### config.mk
export PLATFORM = sky130hd
export DESIGN_NAME = multi_ball_engine
export DESIGN_NICKNAME = d
export VERILOG_FILES = /design/src/rtl/multi_ball_engine.sv
export SDC_FILE = /design/constraint.sdc
export NUM_CORES = 1
export LEC_CHECK = 0
export ABC_AREA = 1
export CAP_MARGIN = 20
export CORE_AREA = 2 2 126 250
export CTS_CLUSTER_DIAMETER = 80
export DETAILED_ROUTE_END_ITERATION = 7
export DIE_AREA = 0 0 128 252
export PLACE_DENSITY = 0.62
export SLEW_MARGIN = 10
export SYNTH_ARGS = -nofsm -noshare
export SYNTH_HDL_FRONTEND = slang
export SYNTH_SLANG_ARGS = --single-unit
### constraint.sdc
create_clock -name clk -period 12.4 [get_ports clk]
set_input_delay 3.1 -clock clk [delete_from_list [all_inputs] [get_ports clk]]
set_output_delay 3.1 -clock clk [all_outputs]
set_load 0.02 [all_outputs]
### src/rtl/multi_ball_engine.sv
// multi_ball_engine: N-ball bouncing-sprite engine for a 256x240 raster.
// Balls advance once per frame. A vsync-edge FSM updates one ball per clk
// during vblank. Each ball reflects off all four playfield borders.
// Rendering gives each ball its own colour. On overlap the lowest index wins.
// The rgb output is registered, one clk after hpos/vpos.
// Optional feature: define MB_BOUNCE_COUNT_EN to add the saturating
// bounce_count output. Without it the port and the counter are absent.
module multi_ball_engine #(
  parameter int N_BALLS   = 4,
  parameter int BALL_SIZE = 4,
  parameter int H_MAX     = 256,
  parameter int V_MAX     = 240,
  parameter int SPEED     = 2,
  parameter int INIT_X    = 128,
  parameter int INIT_Y    = 128,
  parameter int SPACING   = 16
) (
  input  logic       clk,
  input  logic       reset,
  input  logic [8:0] hpos,
  input  logic [8:0] vpos,
  input  logic       display_on,
  input  logic       vsync,
  input  logic       pause,
  output logic [2:0] rgb,
  output logic       busy,
  output logic       frame_done
`ifdef MB_BOUNCE_COUNT_EN
  ,
  output logic [15:0] bounce_count
`endif
);

  localparam logic signed [9:0] X_LIM = 10'(H_MAX - BALL_SIZE);
  localparam logic signed [9:0] Y_LIM = 10'(V_MAX - BALL_SIZE);

  typedef enum logic [1:0] {ST_IDLE, ST_UPDATE, ST_DONE} state_t;

  state_t      state_reg, state_next;
  logic [2:0]  idx_reg, idx_next;
  logic        vsync_q;
  logic        rise;
  logic [2:0]  rgb_reg, rgb_next;

  logic [8:0]        ball_x  [N_BALLS];
  logic [8:0]        ball_y  [N_BALLS];
  logic signed [9:0] ball_dx [N_BALLS];
  logic signed [9:0] ball_dy [N_BALLS];
  logic [N_BALLS-1:0] hit;
  logic [2:0]         colour [N_BALLS];

  logic [8:0]        sel_x, sel_y;
  logic signed [9:0] sel_dx, sel_dy;
  logic [19:0]       x_step, y_step;   // {pos, vel, bounced}
  logic              upd_en;

  // One axis of motion: step, then clamp to a border and reverse on contact.
  function automatic logic [19:0] axis_step(input logic [8:0] pos,
                                            input logic signed [9:0] vel,
                                            input logic signed [9:0] lim);
    logic signed [9:0] nx;
    logic signed [9:0] nvel;
    nx   = $signed({1'b0, pos}) + vel;
    nvel = -vel;
    if (nx >= lim)
      axis_step = {lim[8:0], nvel, 1'b1};
    else if (nx <= 10'sd0)
      axis_step = {9'd0, nvel, 1'b1};
    else
      axis_step = {nx[8:0], vel, 1'b0};
  endfunction

  assign rise   = vsync & ~vsync_q;
  assign upd_en = (state_reg == ST_UPDATE);

  // Register vsync so that its edge can be detected inside the clk domain.
  always_ff @(posedge clk or posedge reset) begin
    if (reset) vsync_q <= 1'b0;
    else       vsync_q <= vsync;
  end

  // FSM state and ball index registers.
  always_ff @(posedge clk or posedge reset) begin
    if (reset) begin
      state_reg <= ST_IDLE;
      idx_reg   <= 3'd0;
    end else begin
      state_reg <= state_next;
      idx_reg   <= idx_next;
    end
  end

  // FSM next state and outputs. In UPDATE the FSM sweeps one ball per clk.
  // A vsync rise that arrives during UPDATE is ignored.
  always_comb begin
    state_next = state_reg;
    idx_next   = idx_reg;
    busy       = 1'b0;
    frame_done = 1'b0;
    case (state_reg)
      ST_IDLE: begin
        if (rise && !pause) begin
          state_next = ST_UPDATE;
          idx_next   = 3'd0;
        end
      end
      ST_UPDATE: begin
        busy = 1'b1;
        if (idx_reg == 3'(N_BALLS - 1)) state_next = ST_DONE;
        else                            idx_next   = idx_reg + 3'd1;
      end
      ST_DONE: begin
        frame_done = 1'b1;
        state_next = ST_IDLE;
      end
      default: state_next = ST_IDLE;
    endcase
  end

  // Select the ball under update and compute its next motion state.
  always_comb begin
    sel_x  = ball_x[0];
    sel_y  = ball_y[0];
    sel_dx = ball_dx[0];
    sel_dy = ball_dy[0];
    for (int i = 1; i < N_BALLS; i++) begin
      if (idx_reg == 3'(i)) begin
        sel_x  = ball_x[i];
        sel_y  = ball_y[i];
        sel_dx = ball_dx[i];
        sel_dy = ball_dy[i];
      end
    end
    x_step = axis_step(sel_x, sel_dx, X_LIM);
    y_step = axis_step(sel_y, sel_dy, Y_LIM);
  end

  genvar gi;
  generate
    for (gi = 0; gi < N_BALLS; gi++) begin : g_ball
      localparam logic [8:0]        X0  = 9'(INIT_X + gi * SPACING);
      localparam logic [8:0]        Y0  = 9'(INIT_Y + gi * SPACING);
      localparam logic signed [9:0] DX0 = (gi % 2 == 0) ? 10'(SPEED) : 10'(-SPEED);
      localparam logic signed [9:0] DY0 = 10'(SPEED);

      logic [8:0]        x_reg, y_reg;
      logic signed [9:0] dx_reg, dy_reg;
      logic [8:0]        dh, dv;

      // Ball state. It is written only while the FSM points at this ball.
      always_ff @(posedge clk or posedge reset) begin
        if (reset) begin
          x_reg  <= X0;
          y_reg  <= Y0;
          dx_reg <= DX0;
          dy_reg <= DY0;
        end else if (upd_en && idx_reg == 3'(gi)) begin
          x_reg  <= x_step[19:11];
          dx_reg <= x_step[10:1];
          y_reg  <= y_step[19:11];
          dy_reg <= y_step[10:1];
        end
      end

      assign ball_x[gi]  = x_reg;
      assign ball_y[gi]  = y_reg;
      assign ball_dx[gi] = dx_reg;
      assign ball_dy[gi] = dy_reg;

      // A ball covers the pixel when both wrapped offsets fall inside the box.
      assign dh         = hpos - x_reg;
      assign dv         = vpos - y_reg;
      assign hit[gi]    = (dh < 9'(BALL_SIZE)) && (dv < 9'(BALL_SIZE));
      assign colour[gi] = 3'((gi % 7) + 1);
    end
  endgenerate

  // Pixel colour. Scanning from the top index down lets ball 0 win overlaps.
  always_comb begin
    rgb_next = 3'b000;
    for (int i = N_BALLS - 1; i >= 0; i--) begin
      if (hit[i]) rgb_next = colour[i];
    end
    if (!display_on) rgb_next = 3'b000;
  end

  // Registered pixel output.
  always_ff @(posedge clk or posedge reset) begin
    if (reset) rgb_reg <= 3'b000;
    else       rgb_reg <= rgb_next;
  end

  assign rgb = rgb_reg;

`ifdef MB_BOUNCE_COUNT_EN
  logic [15:0] bounce_reg;
  logic [16:0] bounce_sum;
  assign bounce_sum = {1'b0, bounce_reg} + 17'(x_step[0]) + 17'(y_step[0]);

  // Count every axis reflection. A corner hit counts twice. Saturates at 16'hFFFF.
  always_ff @(posedge clk or posedge reset) begin
    if (reset)       bounce_reg <= 16'd0;
    else if (upd_en) bounce_reg <= bounce_sum[16] ? 16'hFFFF : bounce_sum[15:0];
  end

  assign bounce_count = bounce_reg;
`else
  logic unused_bounce;
  assign unused_bounce = x_step[0] | y_step[0];
`endif

endmodule

# Word level (Yosys, flattened, before mapping)
# Index checks and enable logic that the tools add are counted.
[op_classes]
n_bitwise = 2
n_eq_ne = 8
add_sub_neg = 13
reduce_logical = 15
muxes = 29
order_cmp = 12
[op_table]
columns = ["operator", "n"]
rows = [
  ["$mux W20", 4],
  ["$lt A9 B3 Y1 const B", 8],
  ["$sub A9 B9 Y9", 8],
  ["$mux W10", 6],
  ["$mux W9", 6],
  ["$mux W3", 7],
  ["$add A10 B10 Y10", 2],
  ["$ge A10 B9 Y1 const B", 2],
  ["$le A10 B1 Y1 const B", 2],
  ["$neg A10 Y10", 2],
  ["$logic_and A1 B1 Y1", 9],
  ["$eq A3 B2 Y1 const B", 2],
  ["$pmux W3 S2", 1],
  ["$mux W2", 2],
  ["$ne A2 B2 Y1 const B", 2],
  ["$pmux W2 S2", 1],
  ["$add A3 B1 Y3 const B", 1],
  ["$eq A3 B1 Y1 const B", 1],
  ["$logic_not A3 Y1", 1],
  ["$reduce_and A3 Y1", 1],
  ["$eq A2 B1 Y1 const B", 1],
  ["$eq A2 B2 Y1 const B", 1],
  ["$logic_not A2 Y1", 1],
  ["$mux W1", 2],
  ["other kinds (6)", 6],
]
[totals]
word_cells = 99
input_bits = 23
output_inout_bits = 5
regBits = 161

# Depth between registers and ports, before layout
# Gate-level depths: netlist of the first run.
[logic_depth]
word_depth = 8
ltp_mapped = 29
ltp_nobuf = 28

# Worst setup path after synthesis of the first run
# OpenSTA, ideal clock, no wires.
[synth_timing]
path_kind = "input to register"
startpoint = "input port vpos[4]"
endpoint = "register rgb_reg[0] (netlist: rgb[0])"
cell_stages = 12
path_slack_ps = 7806
required_ps = 12316
t_arrival_ps = 4510
n_path_buf = 0
setup_time_ps = 84
cell_sequence = "ha_1 a21oi_1 nor2_1 nor2_1 nand2_1 nand2_1 nand3_1 nor3_1 nand3_1 nor2_1 nand2_1 a21boi_0"
[synth_via]
elab_chain_len = 7
elab_cells_between_ends = 13
cone_classes = "add/sub (3); order compare (3); mux (4); reduce/logical (3)"
[synth_lines]
columns = ["element", "line", "source"]
rows = [
  ["from (decl)", "21", "input logic [8:0] vpos,"],
  ["$sub A9 B9 Y9", "172", "assign dv = vpos - y_reg;"],
  ["$lt A9 B3 Y1", "173", "assign hit[gi] = (dh < 9'(BALL_SIZE)) && (dv < 9'(BALL_SIZE));"],
  ["$logic_and A1 B1 Y1", "173", ""],
  ["$mux W3 (2 in a row)", "182", "if (hit[i]) rgb_next = colour[i];"],
  ["$mux W3 (*)", "182", ""],
  ["$mux W3 (*)", "184", "if (!display_on) rgb_next = 3'b000;"],
  ["named net rgb_next[0]", "43", "logic [2:0] rgb_reg, rgb_next;"],
  ["to (signal assigned)", "190", "else rgb_reg <= rgb_next;"],
  ["to (decl)", "43", ""],
]
# Mark *: on every way through the listed nets, which the timed path passes. The rest lies on a longest branch.
# A chain may end at the register's enable or synchronous reset.

# Worst setup path after layout of the first run
[layout_timing]
startpoint = "register idx_reg[1]"
endpoint = "register g_ball[2].y_reg[4]"
[layout_via]
elab_chain_len = 8
elab_cells_between_ends = 15
cone_classes = "add/sub (1); order compare (2); eq/ne (3); mux (8); reduce/logical (1)"
[layout_lines]
columns = ["element", "line", "source"]
rows = [
  ["from (decl)", "40", "logic [2:0] idx_reg, idx_next;"],
  ["from (signal assigned)", "89", "idx_reg <= idx_next;"],
  ["$eq A3 B1 Y1", "127", "if (idx_reg == 3'(i)) begin"],
  ["$mux W9 or $mux W10 (tied branches) (3 in a row)", "127", ""],
  ["$add A10 B10 Y10", "63", "nx = $signed({1'b0, pos}) + vel;"],
  ["$le A10 B1 Y1", "67", "else if (nx <= 10'sd0)"],
  ["$mux W20", "67", ""],
  ["$mux W20", "65", "if (nx >= lim)"],
  ["to (signal assigned)", "160", "y_reg <= y_step[19:11];"],
  ["to (decl)", "146", "logic [8:0] x_reg, y_reg;"],
]
# Parallel ways exist; a longest one is shown, timed or not.

==> results of run 1 <==
## layer usage
| layer | vias to the layer above | track usage |
|---|---|---|
| li1 | 5690 | - |
| met1 | 5416 | 0.234 |
| met2 | 313 | 0.451 |
| met3 | 109 | 0.0333 |
| met4 | 0 | 0.146 |
| met5 | - | 0 |
## final timing paths
path                                            startpoint                               to  cells past startpoint
min in group asynchronous                            reset  g_ball[0].dy_reg[6]$_DFFE_PP0P_                      2
setup / recovery                    idx_reg[1]$_DFFE_PP0P_   g_ball[2].y_reg[4]$_DFFE_PP0P_                     16
hold / removal             g_ball[3].dy_reg[0]$_DFFE_PP0P_  g_ball[3].dy_reg[0]$_DFFE_PP0P_                      0
hold reg to reg            g_ball[3].dy_reg[0]$_DFFE_PP0P_  g_ball[3].dy_reg[0]$_DFFE_PP0P_                      0
max in group asynchronous                            reset   g_ball[0].x_reg[0]$_DFFE_PP0P_                      3
setup reg to reg                    idx_reg[1]$_DFFE_PP0P_   g_ball[2].y_reg[4]$_DFFE_PP0P_                     16
## kinds of logic after synthesis
kind of cell	share of synthesized area
flops	0.333
buf+inv	0.0968
compound gates	0.113
xor+xnor	0.0193
fa+ha+maj	0.0859
simple gates	0.353
## metrics by stage
step / util / worst slack (ps)
6_report: 0.444 / 6850
5_1_grt: 0.444 / 6240
4_1_cts: 0.444 / 6820
3_5_place_dp: 0.423 / 6760
3_3_place_gp: 0.423 / 6810
2_1_floorplan: - / 5020
## cell usage in the layout, fill, tap and decap left out, drive strengths merged, types with 4 or more instances in the layout
cell             n
o22ai            6
clkbuf          20
bufinv           4
dfrtp          121
clkdlybuf4s50   27
a31oi           13
nand3          125
o211ai          23
nor2            94
buf              7
ha              81
o21a             6
dfstp           40
xor2            11
inv            233
a211oi           9
nand3b          22
or2              7
o21ai          113
xnor2           16
a21oi           58
clkinv           5
nor3             8
nand4           21
nand2          715
## final cells by class
class | instances | area, um2 | share of cell area
Clock buffer | 20 | 457 | 0.0341
Clock inverter | 12 | 179 | 0.0134
Tap cell | 368 | 460 | 0.0344
Multi-Input combinational cell | 1340 | 7020 | 0.524
Sequential cell | 161 | 4080 | 0.304
Inverter | 232 | 878 | 0.0656
Timing Repair Buffer | 34 | 323 | 0.0241
==> flow_summary.toml, run 1 <==
[cells_and_area]
area_delta_synth_final_pct = 9.23
drive_gt1_frac = 0.0856
antenna_cells = 0
n_fill_cell = 3099
stdcell_area_mm2 = 0.0134
nNetsFinal = 1892
final_cells = 2167

[synthesis]
ys_seq_area_frac = 0.333
synth_edf_count = 0
ys_types = 53
syn_nets = 1896
synth-seq-cells = 161
synth_top_area_frac = 0.247
synthFlopType = "dfrtp_1"
yosys.area.top_type = "dfrtp_1"
yosysMostFrequentCell = "nand2_1"
synth.top_cells.by_count = "nand2_1, inv_1, dfrtp_1"
async_reset_ff_frac = 1.00
yosysWarnings = 0
synth_cells = 1790
synthTopCellsByArea = "dfrtp_1, nand2_1, dfstp_2"
syn_avg_cell_area_um2 = 6.85
syn_area_mm2 = 0.0123

[setup_path]
critPathMaxFanout = 44
critPathKind = "reg -> reg"
start_kind = "flip-flop"
crit_path_frequent_cell = "ha_1"
required_ps = 12740
r2r_slack_ps = 6850
crit_path_end_kind = "flip-flop"
max_stage_delay_ps = 830
crit_path_top_delay_cell = "nand4_1"
path_buf_inv = 4
cp_data_arrival_time_ps = 5880
cp_cell_sequence = "ha_1 -> ha_1 -> inv_2 -> buf_4 -> o21ai_0 -> inv_1 -> a21boi_2 -> inv_1 -> ha_1 -> a21oi_1 -> or2_2 -> nand3_1 -> xnor2_1 -> nand4_1 -> or2_1 -> o21ai_0"
cp_top_family = "simple AND/OR/NAND/NOR gates"

[global_routing]
grt_pass1_wl_um = 58800
grt_usage = 0.236
grt_overflow = 0
antenna_found_initial = 0
grt_pass1_vias = 11600
grt_max_degree = 87

[sta]
max-slew-margin-rel = 0.295
finClkSkew_ps = 13.1
period_minus_slack_ps = 5550
setup_viol = 0
whs_ps = 377
finalHoldViolations = 0
tns_ps = 0
drv_slew = 0
fmax_mhz = 180
finalCritPeriodShare = 0.447
tightest_slew_ps = 1050
grt_setup_unrepaired = "no"

[detailed_routing]
drt_iter0_drc = 666
wl_um = 36700
routed-wl-met2_um = 19900
post_drt_wl_per_cell_um = 17.0
vias = 11500
viasPerCell = 5.32
dr.pass1.iters = 5
ant_nets = 0
top_layer_used = "met4"
wl_met1_um = 13300
remaining_drc_errors = 0
wl_met3_um = 1310

[cts]
cts_resized = 0
cts_setup_buffers = 0
root_buffer = "clkbuf_16"
clock_latency_ps = 450
path_clk_slew_ps = 60
cts.path.max_buffers = 2
cts_max_level = 4
cts_tree = "done"
cts_made_buffers = 17
postCtsHoldBufs = 0
cts_sinks = 161

[placed_design]
place.gp.congestion = 0.972
dp_hpwl_um = 27000
numPortBuffers = 27
post_dp_cell_area_mm2 = 0.0128
placed_cells_incl_taps = 2135

[floorplanning]
core-area_mm2 = 0.0302
die-area_mm2 = 0.0323
initial_core_util = 0.406
io_pins = 28
die_w_um = 128
rows = 90
fp.dieH_um = 252

[run_status]
status = "complete, no violations"

[job]
drv_cap = 0

[worst_hold_path]
hold_path_class = "reg -> reg"
Power of run 1 is left out: the tool's default activity adds up to more than one toggle a clock period on the data nets, which glitch-free logic cannot reach.
==> inputs of run 2 (changes only) <==
clock period = 5.5 ns   (was 12.4 ns; I/O delays follow)
==> run 2 against run 1 <==
Final cell count grew 0.37%. Non-clock buffer count grew 8. Global-route usage down 0.52 points. Critical endpoint is now g_ball[2].dx_reg[8]$_DFFE_PP0P_. Highest routed layer unchanged.
==> flow_summary.toml, run 2 (same netlist as run 1, synthesis figures left out) <==
[run_status]
status = "complete, no violations"

[worst_hold_path]
hold_path_class = "reg -> reg"
hp-start = "g_ball[3].dy_reg[0]$_DFFE_PP0P_"
holdPathStages = 0
hold_end = "g_ball[3].dy_reg[0]$_DFFE_PP0P_"

[setup_path]
critPathKind = "reg -> reg"
crit_path_end_kind = "flip-flop"
required_ps = 5820
cp_data_arrival_time_ps = 4850
critPathMaxFanout = 31
rr_endpoint = "g_ball[2].dx_reg[8]$_DFFE_PP0P_"
r2r-start = "idx_reg[0]$_DFFE_PP0P_"
r2r_slack_ps = 980
start_kind = "flip-flop"
r2r_cells = 26

[detailed_routing]
wl_um = 36000
dr.pass1.iters = 6
viasPerCell = 5.25
drt_iter0_drc = 669
post_drt_wl_per_cell_um = 16.5
ant_nets = 0
vias = 11400
remaining_drc_errors = 0

[cells_and_area]
register_area_mm2 = 0.00408
antenna_cells = 0
multiInputGateArea_mm2 = 0.00702
nNetsFinal = 1900
layout_common_cells = "nand2_1, inv_1, dfrtp_1"
area_delta_synth_final_pct = 9.91
drive_gt1_frac = 0.0902
final_cells = 2175
n_fill_cell = 3088
final_common_cell = "nand2_1"

[placed_design]
placed_cells_incl_taps = 2143
numPortBuffers = 27
dp_hpwl_um = 26900
place.gp.congestion = 0.911
place_ws_ps = 941

[cts]
cts.path.max_buffers = 2
clock_latency_ps = 440
path_clk_slew_ps = 60
root_buffer = "clkbuf_16"
postCtsHoldBufs = 0
cts_max_level = 4
cts_sinks = 161
cts_tree = "done"
cts_resized = 0
cts_setup_buffers = 0
cts_made_buffers = 17

[sta]
setup_viol = 0
finalCritPeriodShare = 0.822
drv_slew = 0
tns_ps = 0
timing.final.ws_setup_ps = 978
tightest_slew_ps = 1010
grt_setup_unrepaired = "no"
finalHoldViolations = 0
period_minus_slack_ps = 4520
max-slew-margin-rel = 0.322
fmax_mhz = 221
finClkSkew_ps = 8.36

[global_routing]
grt_usage = 0.231
grt_max_degree = 119
antenna_found_initial = 0
grt_pass1_vias = 11600
grt_overflow = 0
grt_pass1_wl_um = 58100

[floorplanning]
die-area_mm2 = 0.0323
fp.dieH_um = 252
core-area_mm2 = 0.0302
io_pins = 28
initial_core_util = 0.406
rows = 90
die_w_um = 128

[job]
drv_cap = 0
## run 2: changes by cell type in the layout (fill, tap and decap cells not counted), sizes merged
cell    change
buf         +8
clkinv      +3
inv         -2
clkbuf      -1
## run 2: how the worst max path moves through the flow
stage	cells after the start	startpoint	to	slack, ps
3_5_place_dp	26	idx_reg[1]$_DFFE_PP0P_	g_ball[2].dx_reg[8]$_DFFE_PP0P_	940
2_1_floorplan	25	idx_reg[0]$_DFFE_PP0P_	g_ball[0].dy_reg[9]$_DFFE_PP0P_	1750
5_1_grt	25	idx_reg[1]$_DFFE_PP0P_	g_ball[0].dx_reg[9]$_DFFE_PP0P_	520
3_3_place_gp	26	idx_reg[0]$_DFFE_PP0P_	g_ball[2].dx_reg[4]$_DFFE_PP0P_	1080
6_report	26	idx_reg[0]$_DFFE_PP0P_	g_ball[2].dx_reg[8]$_DFFE_PP0P_	980
4_1_cts	26	idx_reg[1]$_DFFE_PP0P_	g_ball[2].dx_reg[8]$_DFFE_PP0P_	940
## run 2: final cells by class
cell class / instances / area share
multi-input cells: 1340 / 0.521
flip-flops and latches: 161 / 0.303
inverters: 232 / 0.0651
well taps: 368 / 0.0342
clock buffers: 19 / 0.0336
repair buffers: 42 / 0.0303
clock inverters: 13 / 0.0135
## run 2: through the flow
| step | hold WS [ps] | area (um2) | utilization |
|---|---|---|---|
| 2_1_floorplan | 429 | 12300 | - |
| 3_3_place_gp | 366 | 12800 | 0.426 |
| 3_5_place_dp | 373 | 12800 | 0.426 |
| 4_1_cts | 388 | 13500 | 0.447 |
| 5_1_grt | 400 | 13500 | 0.447 |
| 6_report | 387 | 13500 | 0.447 |
## run 2: per-layer routing
layer,part of all wire,track usage,up-vias
met5,0,0,-
met1,0.37,0.229,5380
li1,-,-,5703
met2,0.55,0.453,240
met4,0.050,0.122,0
met3,0.026,0.0293,87
## run 2: critical path, stage by stage, from the launching register on
cell	delay, ps
dfrtp_1	380
ha_1	170
ha_1	710
inv_2	280
buf_12	260
o21ai_1	90
inv_1	60
a22oi_2	310
inv_1	90
ha_1	220
inv_1	70
fa_1	200
inv_1	60
nand3_2	70
nand2_2	90
a21oi_1	190
nand2_1	90
nand2_2	90
nand3_2	100
nor2_4	110
nor2_4	50
nand2_4	320
nand2_1	100
nand2_1	120
nand2_4	60
nand2_1	50
nand2_1	50
Power of run 2 is left out for the same reason.
==> inputs of run 3 (changes only) <==
PLACE_DENSITY = 0.64   (was 0.62)
clock period = 4.04 ns   (was 5.5 ns; I/O delays follow)
==> run 3 against run 2 <==
Utilization is 0.56 points higher. Highest routed layer unchanged. Register-to-register slack got worse by 750 ps. Clock skew increased by 6.3 ps. Count of clock-buffer cells in the layout down 1.
==> flow_summary.toml, run 3 (same netlist as run 1, synthesis figures left out) <==
[cts]
clock_latency_ps = 450
cts_made_buffers = 17
path_clk_slew_ps = 70
cts.path.max_buffers = 2
cts_sinks = 161
postCtsHoldBufs = 0
cts_tree = "done"
root_buffer = "clkbuf_16"
cts_resized = 0
cts_setup_buffers = 0
cts_max_level = 4

[placed_design]
dp_hpwl_um = 27400
place.gp.congestion = 0.928
numPortBuffers = 27

[sta]
drv_slew = 0
tightest_slew_ps = 1130
grt_setup_unrepaired = "no"
finClkSkew_ps = 14.7
finalCritPeriodShare = 0.943
finalHoldViolations = 0
period_minus_slack_ps = 3810
whs_ps = 381
tns_ps = 0
setup_viol = 0
fmax_mhz = 263
max-slew-margin-rel = 0.247

[floorplanning]
rows = 90
io_pins = 28
die-area_mm2 = 0.0323
fp.dieH_um = 252
core-area_mm2 = 0.0302
die_w_um = 128
initial_core_util = 0.406

[cells_and_area]
multiInputGateArea_mm2 = 0.00704
register_area_mm2 = 0.00408
area_delta_synth_final_pct = 11.3
nNetsFinal = 1917
n_fill_cell = 3077
final_common_cell = "nand2_1"
layout_common_cells = "nand2_1, inv_1, dfrtp_1"
drive_gt1_frac = 0.0992
antenna_cells = 0

[detailed_routing]
wl_um = 36300
remaining_drc_errors = 0
viasPerCell = 5.29
dr.pass1.iters = 5
vias = 11600
post_drt_wl_per_cell_um = 16.6
ant_nets = 0
drt_iter0_drc = 810

[setup_path]
critPathKind = "reg -> reg"
start_kind = "flip-flop"
cp_data_arrival_time_ps = 4170
critPathMaxFanout = 33
required_ps = 4400
r2r_cells = 19
crit_path_end_kind = "flip-flop"

[global_routing]
grt_usage = 0.231
antenna_found_initial = 0
grt_pass1_vias = 11600
grt_max_degree = 91
grt_pass1_wl_um = 57800
grt_overflow = 0

[run_status]
status = "complete, no violations"

[worst_hold_path]
holdPathStages = 0
hold_path_class = "reg -> reg"

[job]
drv_cap = 0
-- run 3: cell types whose count changed in the layout (fill, tap and decap cells not counted), moves of 2 or more --
cell,change
inv_4,+3
buf_4,+14
clkinvlp_4,+2
buf_12,+3
inv_6,+2
clkinv_2,-2
inv_2,-3
-- run 3: path summary, 6_finish.rpt --
kind	from	end	slack, ps
worst max-delay path	idx_reg[1]$_DFFE_PP0P_	g_ball[3].x_reg[5]$_DFFE_PP1P_	230
min in group asynchronous	reset	g_ball[1].y_reg[8]$_DFFE_PP0P_	970
worst min-delay path	g_ball[3].dy_reg[0]$_DFFE_PP0P_	g_ball[3].dy_reg[0]$_DFFE_PP0P_	380
max in group asynchronous	reset	g_ball[1].dx_reg[5]$_DFFE_PP1P_	2170
worst min register to register	g_ball[3].dy_reg[0]$_DFFE_PP0P_	g_ball[3].dy_reg[0]$_DFFE_PP0P_	380
worst max register to register	idx_reg[1]$_DFFE_PP0P_	g_ball[3].x_reg[5]$_DFFE_PP1P_	230
-- run 3: area by class of cell --
| type | count | area share |
|---|---|---|
| inverter | 232 | 0.0648 |
| timing repair buffer | 59 | 0.0420 |
| multi-input combinational | 1340 | 0.516 |
| tap | 368 | 0.0337 |
| sequential | 161 | 0.299 |
| clock inverter | 14 | 0.0130 |
| clock buffer | 18 | 0.0322 |
-- run 3: worst max-delay path, stage by stage, from the launching register on --
cell and delay (ps):
dfrtp_1 380, inv_1 80, ha_1 210, nand2_4 180, buf_12 250, nand2_1 70, o211ai_1 120, nand3_1 110
nand2_1 130, inv_1 120, fa_1 440, xnor2_1 320, nand3_1 130, nor2_1 160, nand3_1 90, nor2_1 130
nor2_2 100, a21oi_1 500, nand2_1 90, o21ai_0 110
-- run 3: stage by stage --
stage                util  setup slack [ps]  instances  area, um2
detailed placement  0.431               127       2160      13000
CTS                 0.452               125       2192      13600
floorplan               -               290       1790      12300
finish              0.452               232       2192      13700
global route        0.452              21.0       2192      13700
global placement    0.431               232       2160      13000
-- run 3: metal layers --
layer	vias up	routed length, um	global-route usage
met5	-	0	0
met4	0	1990	0.138
met3	95	1050	0.0250
met2	270	20000	0.453
met1	5472	13300	0.224
li1	5751	-	-
Power of run 3 is left out for the same reason.
